## config.mk

```make
export PLATFORM = sky130hd
export DESIGN_NAME = imem_loader
export DESIGN_NICKNAME = d
export VERILOG_FILES = /design/src/rtl/imem_loader.sv
export SDC_FILE = /design/constraint.sdc
export NUM_CORES = 1
export LEC_CHECK = 0
export BUFFER_PORTS_ARGS = -buffer_cell sky130_fd_sc_hd__clkbuf_2
export CAP_MARGIN = 25
export CORE_ASPECT_RATIO = 0.6
export CORE_UTILIZATION = 50
export DETAILED_ROUTE_END_ITERATION = 12
export PLACE_DENSITY = 0.7
export RECOVER_POWER = 50
export SYNTH_ARGS = -nofsm -noshare
export SYNTH_HDL_FRONTEND = slang
export SYNTH_SLANG_ARGS = --single-unit
```

## constraint.sdc

```tcl
create_clock -name clk -period 5.35 [get_ports clk]
set_input_delay 0.2675 -clock clk [delete_from_list [all_inputs] [get_ports clk]]
set_output_delay 0.2675 -clock clk [all_outputs]
set_load 0.02 [all_outputs]
```

## src/rtl/imem_loader.sv

```systemverilog
// Boot loader: receives a length-prefixed, XOR-checksummed byte stream and writes
// little-endian 32-bit words to consecutive instruction memory addresses.
module imem_loader #(
  parameter int ADDR_W = 8
) (
  input  logic              clk,
  input  logic              rst,
  input  logic              in_valid,
  input  logic [7:0]        in_data,
  output logic              in_ready,
  output logic              imem_we,
  output logic [ADDR_W-1:0] imem_addr,
  output logic [31:0]       imem_wdata,
  output logic              core_hold,
  output logic              done,
  output logic              err,
  output logic [2:0]        dbg_state
);

  // Handshake: a byte transfers on a rising edge where in_valid & in_ready are both 1.
  typedef enum logic [2:0] {
    S_LEN0 = 3'd0,
    S_LEN1 = 3'd1,
    S_DATA = 3'd2,
    S_CHK  = 3'd3,
    S_DONE = 3'd4,
    S_ERR  = 3'd5
  } state_t;

  state_t            state_q, state_d;
  logic [15:0]       len_q, len_d;
  logic [7:0]        chk_q, chk_d;
  logic [23:0]       asm_q, asm_d;
  logic [1:0]        byte_idx_q, byte_idx_d;
  logic [ADDR_W:0]   word_idx_q, word_idx_d;
  logic              in_ready_q, in_ready_d;
  logic              we_q, we_d;
  logic [ADDR_W-1:0] addr_q, addr_d;
  logic [31:0]       wdata_q, wdata_d;
  logic              core_hold_q, core_hold_d;
  logic              done_q, done_d;
  logic              err_q, err_d;
  logic              accept;
  logic [15:0]       len_new;

  assign accept  = in_valid & in_ready_q;
  assign len_new = {in_data, len_q[7:0]};

  always_comb begin
    state_d    = state_q;
    len_d      = len_q;
    chk_d      = chk_q;
    asm_d      = asm_q;
    byte_idx_d = byte_idx_q;
    word_idx_d = word_idx_q;
    we_d       = 1'b0;
    addr_d     = addr_q;
    wdata_d    = wdata_q;
    case (state_q)
      S_LEN0: begin
        if (accept) begin
          len_d[7:0] = in_data;
          state_d    = S_LEN1;
        end
      end
      S_LEN1: begin
        if (accept) begin
          len_d = len_new;
          if (32'(len_new) > (32'd1 << ADDR_W)) state_d = S_ERR;
          else if (len_new == 16'd0)            state_d = S_CHK;
          else                                  state_d = S_DATA;
        end
      end
      S_DATA: begin
        if (accept) begin
          chk_d      = chk_q ^ in_data;
          byte_idx_d = byte_idx_q + 2'd1;
          if (byte_idx_q == 2'd3) begin
            we_d       = 1'b1;
            wdata_d    = {in_data, asm_q};
            addr_d     = word_idx_q[ADDR_W-1:0];
            word_idx_d = word_idx_q + 1'b1;
            if (32'(word_idx_q) + 32'd1 == 32'(len_q)) state_d = S_CHK;
          end else begin
            // Shift right so that after three bytes asm holds {b2, b1, b0}.
            asm_d = {in_data, asm_q[23:8]};
          end
        end
      end
      S_CHK: begin
        if (accept) state_d = (in_data == chk_q) ? S_DONE : S_ERR;
      end
      default: state_d = state_q;
    endcase
    // Status outputs are registered from the next state so they move on the deciding edge.
    in_ready_d  = (state_d == S_LEN0) || (state_d == S_LEN1) ||
                  (state_d == S_DATA) || (state_d == S_CHK);
    core_hold_d = (state_d != S_DONE);
    done_d      = (state_d == S_DONE);
    err_d       = (state_d == S_ERR);
  end

  always_ff @(posedge clk) begin
    if (!rst) begin
      state_q     <= S_LEN0;
      len_q       <= '0;
      chk_q       <= '0;
      asm_q       <= '0;
      byte_idx_q  <= '0;
      word_idx_q  <= '0;
      in_ready_q  <= 1'b0;
      we_q        <= 1'b0;
      addr_q      <= '0;
      wdata_q     <= '0;
      core_hold_q <= 1'b1;
      done_q      <= 1'b0;
      err_q       <= 1'b0;
    end else begin
      state_q     <= state_d;
      len_q       <= len_d;
      chk_q       <= chk_d;
      asm_q       <= asm_d;
      byte_idx_q  <= byte_idx_d;
      word_idx_q  <= word_idx_d;
      in_ready_q  <= in_ready_d;
      we_q        <= we_d;
      addr_q      <= addr_d;
      wdata_q     <= wdata_d;
      core_hold_q <= core_hold_d;
      done_q      <= done_d;
      err_q       <= err_d;
    end
  end

  assign in_ready   = in_ready_q;
  assign imem_we    = we_q;
  assign imem_addr  = addr_q;
  assign imem_wdata = wdata_q;
  assign core_hold  = core_hold_q;
  assign done       = done_q;
  assign err        = err_q;
  assign dbg_state  = state_q;

endmodule

```

# ---- Word level (Yosys, flattened, before mapping)
# Index checks and enable logic that the tools add are counted.
dict set report classes {
  addsub 3
  n_lt_le_gt_ge 1
  eq_ne 12
  muxes 13
  n_bitwise 4
  n_reduce_logical 12
}
# operator count
set op_table {}
lappend op_table {{$mux W3} 7}
lappend op_table {{$eq A10 B16 Y1} 1}
lappend op_table {{$gt A16 B9 Y1 const B} 1}
lappend op_table {{$logic_not A16 Y1} 1}
lappend op_table {{$pmux W8 S2} 1}
lappend op_table {{$eq A3 B2 Y1 const B} 4}
lappend op_table {{$pmux W3 S4} 1}
lappend op_table {{$reduce_and A3 Y1} 4}
lappend op_table {{$add A9 B1 Y10 const B} 1}
lappend op_table {{$add A9 B1 Y9 const B} 1}
lappend op_table {{$eq A8 B8 Y1} 1}
lappend op_table {{$mux W8} 1}
lappend op_table {{$xor A8 B8 Y8} 1}
lappend op_table {{$eq A3 B1 Y1 const B} 2}
lappend op_table {{$eq A3 B3 Y1 const B} 2}
lappend op_table {{$logic_not A3 Y1} 2}
lappend op_table {{$reduce_and A2 Y1} 2}
lappend op_table {{$logic_or A1 B1 Y1} 3}
lappend op_table {{$mux W1} 3}
lappend op_table {{$ne A3 B3 Y1 const B} 1}
lappend op_table {{$add A2 B1 Y2 const B} 1}
lappend op_table {{$eq A2 B2 Y1 const B} 1}
lappend op_table {{$not A1 Y1} 2}
lappend op_table {{$and A1 B1 Y1} 1}
dict set report totals {
  regBits 107
  in_bits 11
  output_inout_bits 48
  wordCells 59
}

# ---- Longest topological paths before layout
# Gate-level depths: netlist of run 1.
dict set report logic_depth {
  ltp_word 10
  mapped_depth 7
  mapped_depth_nobuf 6
}

# ---- Least setup slack after synthesis of run 1
# Ideal clock, no wire load.
dict set report synth_path {
  path_type {register to register}
  start {register word_idx_q[1]}
  end {register state_q[0] (netlist: dbg_state[0])}
  setup_ps 88
  t_arrival_ps 1739
  required_time_ps 5262
  slack_ps 3523
  stages_incl_launch_ff 8
  n_path_buf 1
  synth_period_minus_slack_ps 1827
  path_cell_list {dfxtp_1 -> ha_1 -> buf_4 -> nand2b_4 -> a21oi_1 -> or3b_1 -> a211o_1 -> o32ai_2}
}
dict set report synth_via {
  elab_chain_cells 6
}
# item line
set synth_rtl {}
lappend synth_rtl {{from (decl)} 35} ;# logic [ADDR_W:0] word_idx_q, word_idx_d;
lappend synth_rtl {{from (signal assigned)} 124} ;# word_idx_q <= word_idx_d;
lappend synth_rtl {{$add A9 B1 Y10} 83} ;# if (32'(word_idx_q) + 32'd1 == 32'(len_q)) state_d = S_CHK;
lappend synth_rtl {{$eq A10 B16 Y1} 83}
lappend synth_rtl {{$mux W3} 83}
lappend synth_rtl {{$mux W3} 78} ;# if (byte_idx_q == 2'd3) begin
lappend synth_rtl {{$mux W3} 75} ;# if (accept) begin
lappend synth_rtl {{$pmux W3 S4} 59} ;# case (state_q)
lappend synth_rtl {{to (signal assigned)} 119} ;# state_q <= state_d;
lappend synth_rtl {{to (decl)} 30} ;# state_t state_q, state_d;
# No other way between the ends.
# A chain may end at the register's enable or synchronous reset.

# ---- Final worst setup path of run 1
dict set report layout_path {
  start {register byte_idx_q[0]}
  end {register state_q[0] (netlist: dbg_state[0])}
}
dict set report layout_via {
  elab_chain_cells 4
}
# item line
set layout_rtl {}
lappend layout_rtl {{from (decl)} 34} ;# logic [1:0] byte_idx_q, byte_idx_d;
lappend layout_rtl {{from (signal assigned)} 123} ;# byte_idx_q <= byte_idx_d;
lappend layout_rtl {{$eq A2 B2 Y1} 78}
lappend layout_rtl {{$mux W3} 78}
lappend layout_rtl {{$mux W3} 75}
lappend layout_rtl {{$pmux W3 S4} 59}
# No other way between the ends.

==> metrics.cfg, run 1 <==
[clock_network]
numCtsBuffers = 9
post_cts_buffers = 0
clockRootBuffer = clkbuf_16
htreeDepth = 3
clk_latency_ps = 350
cts_tree = built
ctsResizeCount = 0
clockBufferDepth = 2
cts_hold_buffers = 0
clkTransAtPathRegs_ps = 60
clock_sinks = 107

[timing]
fin_skew_ps = 10.06
rsz0062_at_grt = false
fin_ws_ps = 2031
drv_slew = 98
finalHoldViolCount = 0
hold_slack_ps = 197.8
max_slew_margin = -0.3943
tightest_slew_ps = 2091
finalCritPeriodShare = 0.6204
tns_ps = 0
fin_crit_ps = 3319
fmax_mhz = 301.3
finalSetupViolCount = 0

[layout]
syn_to_final_growth_pct = 9.888
antennaDiodeCount = 0
final_net_count = 568
n_fill_cell = 765
drive_gt1_frac = 0.05396

[synthesis]
synth_compound_area_frac = 0.1035
ys.flop_type = dfxtp_1
avgSynthCellArea_um2 = 8.315
synthSimpleGateAreaFrac = 0.2385
synth_cell_types = 48
synth.yosys.seq_area_share = 0.4907
synth_top_area_share = 0.4907
synth.most_common_cell = nand2_1
synth_area_um2 = 4365
synth-adder-area-share = 0.005732
muxShareOfSynthArea = 0.04357
synthTopCellsByArea = dfxtp_1 (49%), nand2_1 (12%), a21oi_1 (7.7%)
synth-xor-area-share = 0.07395
syn-num-nets = 538
synth_top_family_by_area = simple AND/OR/NAND/NOR gates
synth_edf_count = 0
ys_warn_count = 0
ys_ff_latch = 107
async_flop_share = 0
syn_inst = 525
synthTopCellsByCount = nand2_1 (145), dfxtp_1 (107), a21oi_1 (67), nor2_1 (44), clkbuf_1 (25)
synth_top_cell_by_area = dfxtp_1

[place]
port_buffers = 58
dp_hpwl_mm = 6.146
dp_slack_ps = 3141
gp_congestion = 0.8225

[worst_setup_path]
slowest_delay_ps = 1490
ff2ff_setup_slack_ps = 2030
startpoint_type = flip-flop
path_delay_family = buffers and inverters
critPathLaunch = byte_idx_q[0]
crit_required_ps = 5610
slowest_stage = clkbuf_1
path_cells = ha_1, and3b_1, and2_0, clkbuf_1, nand4_1, a211o_1, o32ai_2
reg2reg_from = byte_idx_q[0]
cp-end-kind = flip-flop
arrival_ps = 3580
cp_max_fo = 47
crit_type = reg2reg
critPathBufInv = 1

[routing]
drcViolationCount = 0
wire_per_inst_um = 13.98
drt-pass1-iter-count = 4
routed-via-count = 3481
final_antenna_net_count = 0
first_iter_violations = 188
via_per_inst = 5.242
routed_wl_mm = 9.280

[global_route]
grt_overflow_total = 0
grt_pass1_wl_mm = 15.26
first_global_vias = 3093
grt_use_total = 0.2199
antenna_found_initial = 0
grt_max_degree = 58

[floorplanning]
die_area_um2 = 9121
coreArea_um2 = 8164
io_pins = 59
initial_core_util = 0.5347
die_height_um = 74.38
core.rowCount = 25
die_w_um = 122.6

[power]
p_leak_nw = 1.661
switchingPower_uw = 318.5
p_per_area_nw_per_um2 = 303.2
ir_drop_v = 0.0001559
power_frac_clock = 0.390
swShare = 0.2190
p_int_mw = 1.136
pwr-share-comb = 0.051
power_frac_seq = 0.559

[job]
drv_cap = 2

[run_status]
status = finished with violations
violations = capacitance limit, slew limit

[hold_path]
hold_path_class = in2reg
worstHoldStart = rst

-- placed cells by master (no fill, tap or decap), types with 3 or more instances in the layout --
cell type	synthesis	layout
nand4_1	7	7
nor4_1	3	3
dfxtp_1	107	107
a21oi_1	67	67
buf_4	1	3
nand2b_1	4	4
xnor2_1	21	21
nand3_1	6	6
xor2_1	14	14
nand2_1	145	145
clkbuf_2	0	9
mux2i_1	19	19
nor2_1	44	44
clkbuf_1	25	52
nor2b_1	3	3
clkbuf_16	0	9
nor3_1	2	3
-- flip-flops by register name, summed over array words and instances, names as in the netlist --
signal,count
byte_idx_q,2
word_idx_q,9
done,1
in_ready,1
imem_addr,8
err,1
chk_q,8
len_q,16
imem_we,1
imem_wdata,32
core_hold,1
dbg_state,3
asm_q,24
-- layout make-up --
class	instances	area [um^2]	area share
Clock inverter	1	5.005	0.001043
Timing Repair Buffer	62	255.2	0.05321
Tap cell	108	135.1	0.02817
Clock buffer	11	232.7	0.04851
Inverter	2	7.507	0.001565
Sequential cell	107	2142	0.4465
Multi-Input combinational cell	373	2019	0.4210
-- power by group through the flow --
stage               sequential (mW)  clock [mW]  combinational [mW]
global route                  0.813       0.609              0.0811
CTS                           0.813       0.580              0.0760
global placement              0.831           0              0.0736
finish                        0.813       0.567              0.0743
floorplan                     0.832           0              0.0544
detailed placement            0.831           0              0.0757
-- kinds of logic (layout without fill, tap and decap cells) --
family,count (synthesis),after routing
AOI/OAI and AO/OA,81,81
muxes,19,19
adders and majority gates,2,2
and+or+nand+nor,235,235
buffers and inverters,45,76
DFF,107,107
xor gates and xnor gates,36,36
-- worst register-to-register path: stages (launching register included) --
cell	delay, ps
dfxtp_1	350
ha_1	210
and3b_1	190
and2_0	140
clkbuf_1	1490
nand4_1	280
a211o_1	340
o32ai_2	240
-- final timing paths --
kind	endpoint	cells past startpoint
setup / recovery	dbg_state[0]	7
hold / removal	in_ready	2
setup reg to reg	dbg_state[0]	7
hold reg to reg	imem_wdata[8]	2
-- through the flow --
stage | util | instance area (um^2) | power (mW) | std cells
finish | 0.5876 | 4797 | 1.454 | 664
detailed placement | 0.5678 | 4636 | 0.9068 | 652
global placement | 0.5678 | 4636 | 0.9042 | 652
global route | 0.5876 | 4797 | 1.503 | 664
floorplan | - | 4365 | 0.8864 | 525
CTS | 0.5969 | 4873 | 1.469 | 664
-- per-layer routing --
metal,track usage,vias to the layer above,part of all wire
met5,0,-,0
met1,0.3080,1623,0.50
met2,0.3296,90,0.44
met4,0.04743,0,0.0038
met3,0.07285,4,0.056
li1,-,1764,-
(Power assumes the default switching activity.)
==> inputs of run 2 (changes only) <==
- PLACE_DENSITY: 0.7 -> 0.73
- clock period: 5.35 -> 3 ns (I/O delays scaled with it)
==> metrics.cfg, run 2 (same netlist as run 1, synthesis figures left out) <==
[run_status]
status = finished, final reports clean

[floorplanning]
initial_core_util = 0.5347  ; unchanged
die_height_um = 74.38  ; unchanged
io_pins = 59  ; unchanged
die_area_um2 = 9121  ; unchanged
coreArea_um2 = 8164  ; unchanged
die_w_um = 122.6  ; unchanged
core.rowCount = 25  ; unchanged

[layout]
final_core_util = 0.5986  ; +0.01103
mostFrequentLayoutCells = nand2_1 (145), dfxtp_1 (107), a21oi_1 (67), clkbuf_1 (49), nor2_1 (44)
fin_area_um2 = 4887  ; +1.9%
drive_gt1_frac = 0.06952  ; +0.01556
syn_to_final_growth_pct = 11.95
n_fill_cell = 752  ; -1.7%
layout_commonest_cell = nand2_1
final_net_count = 569  ; +0.18%
antennaDiodeCount = 0  ; unchanged
largest_register_ffs = 32  ; unchanged

[global_route]
first_global_vias = 3260  ; +5.4%
antenna_found_initial = 0  ; unchanged
grt_use_total = 0.2272  ; +0.007327
grt_overflow_total = 0  ; unchanged
grt_pass1_wl_mm = 15.73  ; +3.1%
grt_max_degree = 71  ; +22%

[worst_setup_path]
reg2reg_from = word_idx_q[0]
slowest_delay_ps = 490  ; -1000 ps
startpoint_type = flip-flop
critPathBufInv = 0  ; -1
crit_type = reg2reg
cp_max_fo = 11  ; -77%
ff2ff_setup_slack_ps = 710  ; -1320 ps
worst-path-stages = 6  ; -1
r2r.worst_path.cells = 6  ; -1
path_delay_family = compound AO/OA/AOI/OAI gates
cp-end-kind = flip-flop
crit_required_ps = 3260  ; -2350 ps
path_cells = ha_1, nand2b_1, o211ai_2, or3b_1, a211o_1, o32ai_2
arrival_ps = 2550  ; -1030 ps
slowest_stage = dfxtp_1
r2r-end = dbg_state[0]

[power]
p_leak_nw = 1.710  ; +3.0%
ir_drop_v = 0.0003138  ; +100%
p_per_area_nw_per_um2 = 569.1  ; +88%
p_total_mw = 2.781  ; +91%

[place]
port_buffers = 58  ; unchanged
gp_congestion = 0.8474  ; +3.0%
placed_area_um2 = 4656  ; +0.43%
dp_hpwl_mm = 6.402  ; +4.2%

[timing]
fin_skew_ps = 5.638  ; -4.425 ps
drv_slew = 0  ; -100%
max_slew_margin = 0.04448  ; +0.4387
fin_crit_ps = 2287  ; -1032 ps
hold_slack_ps = 59.84  ; -138.0 ps
tightest_slew_ps = 1422  ; -669.0 ps
finalSetupViolCount = 0  ; unchanged
finalCritPeriodShare = 0.7623  ; +0.1419
tns_ps = 0  ; unchanged
rsz0062_at_grt = false
fmax_mhz = 437.3  ; +45%
finalHoldViolCount = 0  ; unchanged

[clock_network]
clk_latency_ps = 350  ; about the same
htreeDepth = 3  ; unchanged
post_cts_buffers = 0  ; unchanged
clockRootBuffer = clkbuf_16
clock_sinks = 107  ; unchanged
cts_hold_buffers = 0  ; unchanged
cts_tree = built
clockBufferDepth = 2  ; unchanged
numCtsBuffers = 9  ; unchanged
clkTransAtPathRegs_ps = 70  ; about the same
ctsResizeCount = 0  ; unchanged

[routing]
drcViolationCount = 0  ; unchanged
first_iter_violations = 279  ; +48%
routed-via-count = 3504  ; +0.66%
final_antenna_net_count = 0  ; unchanged
wire_per_inst_um = 14.16  ; +1.3%
via_per_inst = 5.238  ; about the same
drt-pass1-iter-count = 4  ; unchanged
routed_wl_mm = 9.474  ; +2.1%

[hold_path]
worstHoldStart = rst
hold_path_class = in2reg
min_delay_path_depth = 2  ; unchanged
worstHoldEndpoint = in_ready

[job]
drv_cap = 0  ; -2

==> run 2: changes by cell type in the layout (fill, tap and decap cells not counted), sizes merged <==
cell and change:
clkinv +2, buf +1, clkbuf +1, bufinv +1
==> run 2: layout make-up <==
type / count / area (um^2) / share of cell area
flip-flops and latches: 107 / 2142 / 0.4383
multi-input cells: 373 / 2019 / 0.4132
repair buffers: 63 / 277.8 / 0.05684
clock buffers: 12 / 256.5 / 0.05248
well taps: 108 / 135.1 / 0.02765
clock inverters: 4 / 48.80 / 0.009985
inverters: 2 / 7.507 / 0.001536
==> run 2: metal layers <==
metal	share of wire	up-vias	track usage	wire (um)
met1	0.49	1615	0.3167	4684
met4	0.012	0	0.07859	116
met3	0.065	12	0.06442	615
li1	-	1780	-	-
met2	0.43	97	0.3377	4057
met5	0	-	0	0
==> run 2: stage by stage <==
stage               cells  setup WS (ps)
floorplan             525           1173
global placement      653          922.2
detailed placement    653          751.7
CTS                   669          721.6
global route          669          536.8
finish                669          713.0
==> run 2: worst reg2reg max path, cell delays in order, from the launching register on <==
cell and delay (ps):
dfxtp_1 490, ha_1 460, nand2b_1 170, o211ai_2 160, or3b_1 370, a211o_1 310
o32ai_2 240
==> run 2: how the worst max path moves through the flow <==
| stage | slack, ps | end | start |
|---|---|---|---|
| after global placement | 920 | dbg_state[0] | word_idx_q[0] |
| final | 710 | dbg_state[0] | word_idx_q[0] |
| after detailed placement | 750 | dbg_state[0] | word_idx_q[0] |
| after CTS | 720 | dbg_state[0] | word_idx_q[0] |
| after floorplan | 1170 | dbg_state[0] | word_idx_q[1] |
| after global routing | 540 | word_idx_q[4] | byte_idx_q[0] |
==> run 2: power by group <==
group / internal, mW / switching (mW) / leakage [nW]
combinational: 0.0500 / 0.0850 / 0.695
clock: 0.691 / 0.506 / 0.153
sequential: 1.43 / 0.0146 / 0.863
==> inputs of run 3 (changes only) <==
- PLACE_DENSITY: 0.73 -> 0.7
- clock period: 3 -> 2.3 ns (I/O delays scaled with it)
==> metrics.cfg, run 3 (same netlist as run 1, synthesis figures left out) <==
[floorplanning]
die_w_um = 122.6  ; unchanged
coreArea_um2 = 8164  ; unchanged
die_area_um2 = 9121  ; unchanged
io_pins = 59  ; unchanged
core.rowCount = 25  ; unchanged
die_height_um = 74.38  ; unchanged
initial_core_util = 0.5347  ; unchanged

[timing]
finalCritPeriodShare = 0.8954  ; +0.1331
tns_ps = 0  ; unchanged
finalSetupViolCount = 0  ; unchanged
fin_crit_ps = 2059  ; -227.6 ps
finalHoldViolCount = 0  ; unchanged
drv_slew = 0  ; unchanged
fmax_mhz = 485.6  ; +11%
rsz0062_at_grt = false
tightest_slew_ps = 843.2  ; -579.1 ps
fin_skew_ps = 5.977  ; +0.3395 ps
hold_slack_ps = 21.61  ; -38.22 ps
max_slew_margin = 0.4348  ; +0.3903

[routing]
drt-pass1-iter-count = 4  ; unchanged
routed-via-count = 3538  ; +0.97%
wire_per_inst_um = 14.39  ; +1.6%
first_iter_violations = 251  ; -10%
via_per_inst = 5.241  ; about the same
final_antenna_net_count = 0  ; unchanged
drcViolationCount = 0  ; unchanged
routed_wl_mm = 9.716  ; +2.6%

[global_route]
first_global_vias = 3265  ; +0.15%
antenna_found_initial = 0  ; unchanged
grt_use_total = 0.2310  ; +0.003753
grt_overflow_total = 0  ; unchanged
grt_pass1_wl_mm = 15.99  ; +1.7%
grt_max_degree = 45  ; -37%

[layout]
final_core_util = 0.5986  ; unchanged
drive_gt1_frac = 0.07231  ; +0.002792
largest_register_ffs = 32  ; unchanged
mostFrequentLayoutCells = nand2_1 (145), dfxtp_1 (107), a21oi_1 (67), clkbuf_1 (54), nor2_1 (44)
final_net_count = 575  ; +1.1%
layout_commonest_cell = nand2_1
antennaDiodeCount = 0  ; unchanged
syn_to_final_growth_pct = 11.95  ; unchanged

[clock_network]
cts_tree = built
post_cts_buffers = 0  ; unchanged
clkTransAtPathRegs_ps = 70  ; about the same
clk_latency_ps = 340  ; about the same
htreeDepth = 3  ; unchanged
clock_sinks = 107  ; unchanged
ctsResizeCount = 0  ; unchanged
clockBufferDepth = 2  ; unchanged
cts_hold_buffers = 0  ; unchanged
numCtsBuffers = 9  ; unchanged
clockRootBuffer = clkbuf_16

[hold_path]
hold_path_class = in2reg

[place]
port_buffers = 58  ; unchanged
dp_hpwl_mm = 6.710  ; +4.8%
gp_congestion = 0.8830  ; +4.2%

[worst_setup_path]
startpoint_type = flip-flop
crit_type = reg2reg
cp_max_fo = 8  ; -3
crit_required_ps = 2550  ; -710 ps
ff2ff_setup_slack_ps = 240  ; -470 ps
cp-end-kind = flip-flop
arrival_ps = 2310  ; -240 ps

[power]
p_per_area_nw_per_um2 = 714.6  ; +26%
ir_drop_v = 0.0004177  ; +33%
p_leak_nw = 1.710  ; about the same

[job]
drv_cap = 0  ; unchanged

[run_status]
status = finished, final reports clean

run 3: per-layer routing:
layer  GRT usage  routed length [um]
met1      0.3211                4819
met2      0.3502                4286
met3     0.05905                 470
met4     0.07995                 140
met5           0                   0
run 3: critical path: stages, from the launching register on:
cell and delay, ps:
dfxtp_1 500, ha_1 250, nand2b_1 120, o211ai_2 150, or3b_1 370, a211o_1 320, o32ai_2 250
run 3: power by group:
group / switching, mW / leakage, nW / total [mW] / internal, mW
Clock: 0.631 / 0.130 / 1.43 / 0.796
Combinational: 0.110 / 0.717 / 0.175 / 0.0650
Sequential: 0.0201 / 0.863 / 1.89 / 1.87
Total: 0.761 / 1.71 / 3.49 / 2.73
run 3: metrics by stage:
| step | std cells | area, um^2 | power, mW | setup WS [ps] |
|---|---|---|---|---|
| 6_report | 675 | 4887 | 3.493 | 240.6 |
| 4_1_cts | 675 | 4964 | 3.530 | 247.0 |
| 2_1_floorplan | 525 | 4365 | 2.062 | 472.7 |
| 3_3_place_gp | 659 | 4688 | 2.105 | 434.9 |
| 3_5_place_dp | 659 | 4688 | 2.111 | 329.4 |
| 5_1_grt | 675 | 4887 | 3.608 | 136.7 |
run 3: final cells by class:
cell class | count | area [um^2]
clock inverter | 1 | 7.507
fill | 740 | 3277
inverter | 2 | 7.507
timing repair buffer | 69 | 302.8
sequential | 107 | 2142
multi-input combinational | 373 | 2024
clock buffer | 15 | 267.8
tap | 108 | 135.1
run 3: final timing paths:
kind	start	cells after the start	endpoint
worst min register to register	imem_wdata[13]	2	imem_wdata[13]
worst max-delay path	word_idx_q[0]	6	dbg_state[0]
worst max register to register	word_idx_q[0]	6	dbg_state[0]
worst min-delay path	rst	2	in_ready
